<file path="src/rtl/cordic_arb_pkg.sv">
// cordic_arb_pkg
// Shared definitions for the CORDIC engine arbiter:
//   - state_e      : FSM state encoding (IDLE=0, ISSUE=1, WAIT=2, RESP=3)
//   - DEFAULT_*    : default operand MSB index and timeout length
//   - pick_winner  : round-robin winner selection between two requesters
package cordic_arb_pkg;

    localparam int DEFAULT_WIDTH   = 15;
    localparam int DEFAULT_TIMEOUT = 64;

    typedef enum logic [1:0] {
        IDLE  = 2'd0,
        ISSUE = 2'd1,
        WAIT  = 2'd2,
        RESP  = 2'd3
    } state_e;

    // A lone requester always wins. Under contention, the requester that
    // did not win last time goes next, so neither side can starve.
    function automatic logic pick_winner(input logic v0, input logic v1, input logic last);
        logic win;
        win = 1'b0;
        if (v0 && v1) begin
            win = ~last;
        end else if (v1) begin
            win = 1'b1;
        end
        return win;
    endfunction

endpackage

</file>
<file path="src/rtl/cordic_arbiter_mux2.sv">
// cordic_arbiter_mux2
// Generic 2:1 multiplexer used for operand selection.
// Ports:
//   a_i   : input selected when sel_i = 0
//   b_i   : input selected when sel_i = 1
//   sel_i : select
//   y_o   : selected output
module cordic_arbiter_mux2 #(
    parameter int WIDTH = 15
) (
    input  logic [WIDTH:0] a_i,
    input  logic [WIDTH:0] b_i,
    input  logic           sel_i,
    output logic [WIDTH:0] y_o
);

    assign y_o = sel_i ? b_i : a_i;

endmodule

</file>
<file path="src/rtl/cordic_arbiter.sv">
// cordic_arbiter
// Shares one CORDIC engine between two requesters. A round-robin arbiter in
// IDLE accepts one operand pair, the FSM pulses eng_start, waits for
// eng_done, then returns the result with a one-cycle rsp_valid strobe.
//
// Ports:
//   clk, rst_n                        : clock, asynchronous active-low reset
//   req{0,1}_valid/_x/_y, _ready      : requester handshakes and operands
//   eng_start, eng_x, eng_y           : start pulse and operands to the engine
//   eng_done, eng_result              : engine completion and result
//   rsp_valid, rsp_id, rsp_data       : response strobe, owner, result
//   busy                              : high whenever the FSM is not IDLE
//   err                               : timeout flag, pulsed with rsp_valid
//
// Optional feature: define CORDIC_ARB_TIMEOUT_EN to bound the WAIT state to
// TIMEOUT cycles. Without it WAIT is unbounded and err is tied low.
module cordic_arbiter
    import cordic_arb_pkg::*;
#(
    parameter int WIDTH   = DEFAULT_WIDTH,
    parameter int TIMEOUT = DEFAULT_TIMEOUT
) (
    input  logic           clk,
    input  logic           rst_n,
    input  logic           req0_valid,
    input  logic [WIDTH:0] req0_x,
    input  logic [WIDTH:0] req0_y,
    output logic           req0_ready,
    input  logic           req1_valid,
    input  logic [WIDTH:0] req1_x,
    input  logic [WIDTH:0] req1_y,
    output logic           req1_ready,
    output logic           eng_start,
    output logic [WIDTH:0] eng_x,
    output logic [WIDTH:0] eng_y,
    input  logic           eng_done,
    input  logic [WIDTH:0] eng_result,
    output logic           rsp_valid,
    output logic           rsp_id,
    output logic [WIDTH:0] rsp_data,
    output logic           busy,
    output logic           err
);

    state_e         state_q;
    logic           last_grant_q;
    logic           grant_q;
    logic           eng_start_q;
    logic [WIDTH:0] eng_x_q;
    logic [WIDTH:0] eng_y_q;
    logic           rsp_valid_q;
    logic           rsp_id_q;
    logic [WIDTH:0] rsp_data_q;

    logic           winner;
    logic           accept;
    logic           timeout_hit;
    logic [WIDTH:0] sel_x;
    logic [WIDTH:0] sel_y;

    // Arbitration is combinational so a requester sees ready in the same
    // cycle it presents valid; ready can only ever go to the single winner.
    always_comb begin
        winner     = pick_winner(req0_valid, req1_valid, last_grant_q);
        req0_ready = (state_q == IDLE) && req0_valid && !winner;
        req1_ready = (state_q == IDLE) && req1_valid && winner;
        accept     = req0_ready || req1_ready;
    end

    cordic_arbiter_mux2 #(.WIDTH(WIDTH)) u_mux_x (
        .a_i   (req0_x),
        .b_i   (req1_x),
        .sel_i (winner),
        .y_o   (sel_x)
    );

    cordic_arbiter_mux2 #(.WIDTH(WIDTH)) u_mux_y (
        .a_i   (req0_y),
        .b_i   (req1_y),
        .sel_i (winner),
        .y_o   (sel_y)
    );

`ifdef CORDIC_ARB_TIMEOUT_EN
    localparam int CNT_W = $clog2(TIMEOUT + 1);

    logic [CNT_W-1:0] wait_cnt_q;
    logic             err_q;

    // The count is cleared during ISSUE so it reads 0 on the first WAIT
    // cycle; the last allowed WAIT cycle is therefore the one at TIMEOUT-1.
    always_ff @(posedge clk or negedge rst_n) begin
        if (!rst_n) begin
            wait_cnt_q <= '0;
        end else if (state_q == ISSUE) begin
            wait_cnt_q <= '0;
        end else if (state_q == WAIT) begin
            wait_cnt_q <= wait_cnt_q + 1'b1;
        end
    end

    assign timeout_hit = (state_q == WAIT) && (wait_cnt_q == CNT_W'(TIMEOUT - 1));
    assign err         = err_q;
`else
    assign timeout_hit = 1'b0;
    assign err         = 1'b0;
`endif

    // Main FSM. Strobes default low every cycle and are set only on the
    // transition into the state that owns them, so each lasts one cycle.
    // eng_done takes priority over a timeout that expires on the same cycle.
    always_ff @(posedge clk or negedge rst_n) begin
        if (!rst_n) begin
            state_q      <= IDLE;
            last_grant_q <= 1'b1;
            grant_q      <= 1'b0;
            eng_start_q  <= 1'b0;
            eng_x_q      <= '0;
            eng_y_q      <= '0;
            rsp_valid_q  <= 1'b0;
            rsp_id_q     <= 1'b0;
            rsp_data_q   <= '0;
`ifdef CORDIC_ARB_TIMEOUT_EN
            err_q        <= 1'b0;
`endif
        end else begin
            eng_start_q <= 1'b0;
            rsp_valid_q <= 1'b0;
`ifdef CORDIC_ARB_TIMEOUT_EN
            err_q       <= 1'b0;
`endif
            case (state_q)
                IDLE: begin
                    if (accept) begin
                        eng_x_q     <= sel_x;
                        eng_y_q     <= sel_y;
                        grant_q     <= winner;
                        eng_start_q <= 1'b1;
                        state_q     <= ISSUE;
                    end
                end
                ISSUE: begin
                    state_q <= WAIT;
                end
                WAIT: begin
                    if (eng_done) begin
                        rsp_data_q  <= eng_result;
                        rsp_id_q    <= grant_q;
                        rsp_valid_q <= 1'b1;
                        state_q     <= RESP;
                    end else if (timeout_hit) begin
                        rsp_data_q  <= '0;
                        rsp_id_q    <= grant_q;
                        rsp_valid_q <= 1'b1;
`ifdef CORDIC_ARB_TIMEOUT_EN
                        err_q       <= 1'b1;
`endif
                        state_q     <= RESP;
                    end
                end
                RESP: begin
                    last_grant_q <= grant_q;
                    state_q      <= IDLE;
                end
                default: begin
                    state_q <= IDLE;
                end
            endcase
        end
    end

    assign eng_start = eng_start_q;
    assign eng_x     = eng_x_q;
    assign eng_y     = eng_y_q;
    assign rsp_valid = rsp_valid_q;
    assign rsp_id    = rsp_id_q;
    assign rsp_data  = rsp_data_q;
    assign busy      = (state_q != IDLE);

endmodule
</file>
<file path="config.mk">
export PLATFORM = sky130hd
export DESIGN_NAME = cordic_arbiter
export DESIGN_NICKNAME = d
export VERILOG_FILES = /design/src/rtl/cordic_arb_pkg.sv /design/src/rtl/cordic_arbiter_mux2.sv /design/src/rtl/cordic_arbiter.sv
export SDC_FILE = /design/constraint.sdc
export NUM_CORES = 1
export LEC_CHECK = 0
export ABC_AREA = 1
export CAP_MARGIN = 25
export CORE_MARGIN = 1.5
export CORE_UTILIZATION = 44
export DETAILED_ROUTE_END_ITERATION = 10
export HOLD_SLACK_MARGIN = 0.15
export PLACE_DENSITY = 0.87
export SLEW_MARGIN = 20
export SYNTH_ARGS = -nofsm -noshare
export SYNTH_HDL_FRONTEND = slang
export SYNTH_SLANG_ARGS = --single-unit
</file>
<file path="constraint.sdc">
create_clock -name clk -period 2.6 [get_ports clk]
set_input_delay 0.39 -clock clk [delete_from_list [all_inputs] [get_ports clk]]
set_output_delay 0.39 -clock clk [all_outputs]
set_load 0.03 [all_outputs]
</file>
# Yosys cells after proc, flatten, opt, wreduce, memory -nomap -nowiden
# Cells that the tools add are included.
word_totals:
  regBits: 55
  output_inout_bits: 55
classes:
  n_eq_ne: 5
  mux: 11
  bitwise: 1
  reduce_logical: 12
op_table:
  columns: ["operator", "count"]
  rows:
  - ["16-bit two-way mux", 2]
  - ["2-bit case mux with 4 select lines", 1]
  - ["1-bit two-way mux", 6]
  - ["2-bit AND reduction", 3]
  - ["1-bit logical AND", 5]
  - ["2-bit == test, second input constant", 2]
  - ["2-bit two-way mux", 2]
  - ["2-bit inequality test, second input constant", 2]
  - ["2-bit by 1-bit == test with 1-bit output, second input constant", 1]
  - ["2-bit zero test", 1]
  - ["2-bit nonzero test", 1]
  - ["1-bit zero test", 1]
  - ["1-bit logical OR", 1]
  - ["1-bit inverter", 1]

# Logic depth before layout (Yosys ltp)
depth:
  ltp_word: 7
  depth_mapped: 8
  ltp_nobuf: 7

# Cells and area by module
# A second synthesis with hierarchy kept.
unflattened:
  cells_unflattened: 351
  area_unflattened_um2: 2695.1
modules_own_cells:
  columns: ["module", "n_inst", "cells_per_inst", "area_per_inst_um2", "seq_area_each_um2"]
  rows:
  - ["cordic_arbiter", 1, 247, 2207.1, 1377.6]
  - ["cordic_arbiter_mux2", 2, 52, 244.0, 0.0]

# Worst setup path before layout
# Ideal clock, no wire load.
synth_path:
  kind: "reg-to-output"
  startpoint: "register state_q[0]"
  endpoint: "output req0_ready"
  arrival_ns: 1.299
  required_time_ns: 2.210
  path_slack_ns: 0.911
  path_stages_with_launch: 5
  n_path_buf: 0
  cell_sequence: "dfrtp_1 inv_1 ha_1 nand2_2 a21oi_1"
synth_between:
  elab_chain_len: 3
synth_lines:
  columns: ["item", "line", "source"]
  rows:
  - ["from (decl)", "cordic_arbiter.sv:45", "state_e state_q;"]
  - ["from (signal assigned)", "cordic_arbiter.sv:114", "state_q <= IDLE;"]
  - ["from (signal assigned)", "cordic_arbiter.sv:139", "state_q <= ISSUE;"]
  - ["from (signal assigned)", "cordic_arbiter.sv:143", "state_q <= WAIT;"]
  - ["2-bit zero test", "cordic_arbiter.sv:65", "req0_ready = (state_q == IDLE) && req0_valid && !winner;"]
  - ["1-bit logical AND (2 in a row)", "cordic_arbiter.sv:65", null]
  - ["to (decl)", "cordic_arbiter.sv:28", "output logic req0_ready,"]
# No other way between the ends.

# Worst setup path after layout
layout_path:
  startpoint: "register state_q[0]"
  endpoint: "output busy"
layout_between:
  elab_chain_len: 1
layout_lines:
  columns: ["item", "line", "source"]
  rows:
  - ["2-bit nonzero test", "cordic_arbiter.sv:178", "assign busy = (state_q != IDLE);"]
  - ["to (decl)", "cordic_arbiter.sv:41", "output logic busy,"]
# No other way between the ends.

==> flow_metrics.tcl <==
set metrics [dict create \
    cts_buffers 5 \
    wl_per_cell_microns 13.0 \
    r2r_start "state_q[0]" \
    fin_crit_sh_pct 84.4 \
    r2r_slack_ns 0.85 \
    fin_nets 603 \
    slew_violations 0 \
    rows 28 \
    final-instance-count-excl-fill 591 \
    clk_path_buf_depth 2 \
    cap_violations 0 \
    crit_required_ns 2.21 \
    syn_inst 382 \
    htreeDepth 2 \
    finalSetupViolCount 0 \
    grt_pass1_vias 2837 \
    worst-r2r-cell-count 7 \
    end_kind "output pin" \
    tns_ns 0 \
    ys_ff_latch 55 \
    die_x_microns 82.9 \
    rsz0062_at_grt "false" \
    yosys_warnings 0 \
    crit_end "busy" \
    clock.fmax_mhz 456 \
    outcome "completed" \
    io_buffer_count 138 \
    routed_wirelength_microns 7680 \
    crit_type "flip-flop to output pin" \
    yosys.area.top_type "dfrtp_1" \
    post_cts_buffers 0 \
    skew_ns 0.00760 \
    clk_latency_ns 0.30 \
    dp_hpwl_microns 5830 \
    cts_tree "built" \
    dp_cells 582 \
    die_area_sq_um 6870 \
    ios 140 \
    synth_cell_types 19 \
    clock-sinks 55 \
    yosysSeqAreaShare_pct 49.1 \
    start_util_pct 46.6 \
    synth_area_sq_um 2810 \
    drt_first_iter_violations 130 \
    vias_per_cell 4.76 \
    powerDensity_nw_per_um2 1130 \
    max_slew.worst_pin.slew_ns 0.592 \
    die_y_microns 82.9 \
    dr.pass1.iters 4 \
    place.gp.congestion 0.786 \
    diodes 0 \
    dp_slack_ns 0.383 \
    hold_violations 0 \
    vias 2812 \
    maxSlewHeadroom_pct 60.4 \
    layout-drive-gt1-share_pct 5.04 \
    antenna_left 0 \
    p_leak_nw 2.30 \
    cts_resized 0 \
    utilization_pct 71.3 \
    grt_pass1_wl_microns 13000 \
    ir_drop_mv 0.779 \
    synth_top_area_share_pct 48.1 \
    fin_crit_ns 2.19 \
    gr-total-overflow 0 \
    ctsRootBufferMaster "clkbuf_8" \
    hold_class "primary input to async pin" \
    grtUsageTotal_pct 22.9 \
    worstReg2RegEnd "eng_y[7]" \
    startpoint "state_q[0]" \
    core-area_sq_um 6030 \
    grt_max_degree 34 \
    synth.area.top_cells "dfrtp_1 (48%), nand2_1 (20%), nand3_1 (12%), inv_1 (9.4%), buf_4 (1.9%)" \
    clk_pin_slew_ns 0.10 \
    antenna_found_initial 0 \
    synth.avg_cell_area_sq_um 7.35 \
    crit_arrival_ns 1.80 \
    synthToLayoutAreaGrowth_pct 53.0 \
    crit_path_start_kind "flip-flop" \
    drcViolationCount 0 \
    path_max_fanout 5 \
    worst_slack_ns 0.406 \
    synth_nets 470 \
]
==> state kept, by name, indices dropped and copies added (netlist names) <==
signal,count
eng_y,16
eng_x,16
last_grant_q,1
state_q,2
rsp_data,16
rsp_id,1
grant_q,1
eng_start,1
rsp_valid,1
==> power breakdown <==
group / leakage, nW / switching [mW] / internal [mW]
clock: 0.0474 / 0.275 / 0.218
sequential: 0.676 / 0.240 / 1.28
combinational: 1.58 / 1.71 / 1.12
==> logic make-up (layout without fill, tap and decap cells) <==
| kind of cell | count (synthesis) | in the layout | share of synthesized area (%) |
|---|---|---|---|
| other | 1 | 1 | 0.134 |
| AOI/OAI and AO/OA | 4 | 4 | 0.758 |
| DFF | 55 | 55 | 49.1 |
| adders and majority gates | 3 | 3 | 1.34 |
| and+or+nand+nor | 228 | 228 | 34.4 |
| buffers and inverters | 91 | 225 | 14.3 |
==> final cells by class <==
class,count,area [sq um]
fill,511,1730
clock buffer,6,82.6
tap,75,93.8
inverter,72,270
sequential,55,1380
timing repair buffer,145,1430
multi-input combinational,236,1030
clock inverter,2,16.3
==> critical path: stages (launching register included) <==
cell,delay (ns)
dfrtp_1,0.39
inv_1,0.08
ha_1,0.28
inv_1,0.08
clkdlybuf4s50_1,0.66
==> cells in the final DEF, fill, tap and decap left out, drive strengths merged, types with 2 or more instances in the layout <==
| cell | instances |
|---|---|
| nand2 | 158 |
| ha | 3 |
| a21oi | 2 |
| nor2 | 3 |
| inv | 71 |
| dfrtp | 54 |
| nand3 | 66 |
| clkbuf | 6 |
| clkinv | 2 |
| buf | 9 |
| clkdlybuf4s50 | 135 |
==> worst min path at each step <==
stage | startpoint | to | slack, ns | cells after the start
floorplan | rst_n | eng_start | 0.09 | 0
global placement | rst_n | rsp_valid | 0.19 | 1
detailed placement | rst_n | rsp_data[11] | 0.19 | 1
CTS | rst_n | rsp_data[11] | 0.39 | 2
global route | rst_n | rsp_data[11] | 0.38 | 2
finish | rst_n | rsp_data[11] | 0.39 | 2
==> stage by stage <==
stage | area, sq um | hold slack, ns | power [mW]
after CTS | 4300 | 0.386 | 4.89
final | 4300 | 0.386 | 4.85
after global placement | 4190 | 0.192 | 4.29
after global routing | 4300 | 0.381 | 5.16
after detailed placement | 4190 | 0.192 | 4.38
after floorplan | 2810 | 0.0944 | 3.24
==> cell usage after synthesis <==
cell type and n:
conb_1 1, or2_2 1, ha_1 3, buf_6 3, nor2_1 3, o22ai_1 1, clkinv_1 1, o21ai_0 1
inv_1 70, dfrtp_1 54, dfstp_2 1, inv_2 1, a21oi_1 2, nand2_4 2, buf_2 9, nand2_2 4
nand2_1 152, nand3_1 66, buf_4 7
==> what timing repair did <==
action / in CTS / in global routing
hold buffers: 1 / 0
hold endpoints to repair: 35 / 0
setup endpoints to repair: 0 / 0
==> routing by layer <==
| metal | vias to the layer above | GRT usage [%] | share of wire, % |
|---|---|---|---|
| met1 | 1307 | 27.5 | 40 |
| met5 | - | 0 | 0 |
| met4 | 0 | 6.97 | 2.4 |
| met2 | 95 | 41.9 | 53 |
| met3 | 16 | 3.58 | 4.5 |
| li1 | 1394 | - | - |
Note: power is estimated with default switching activity, not from simulation.
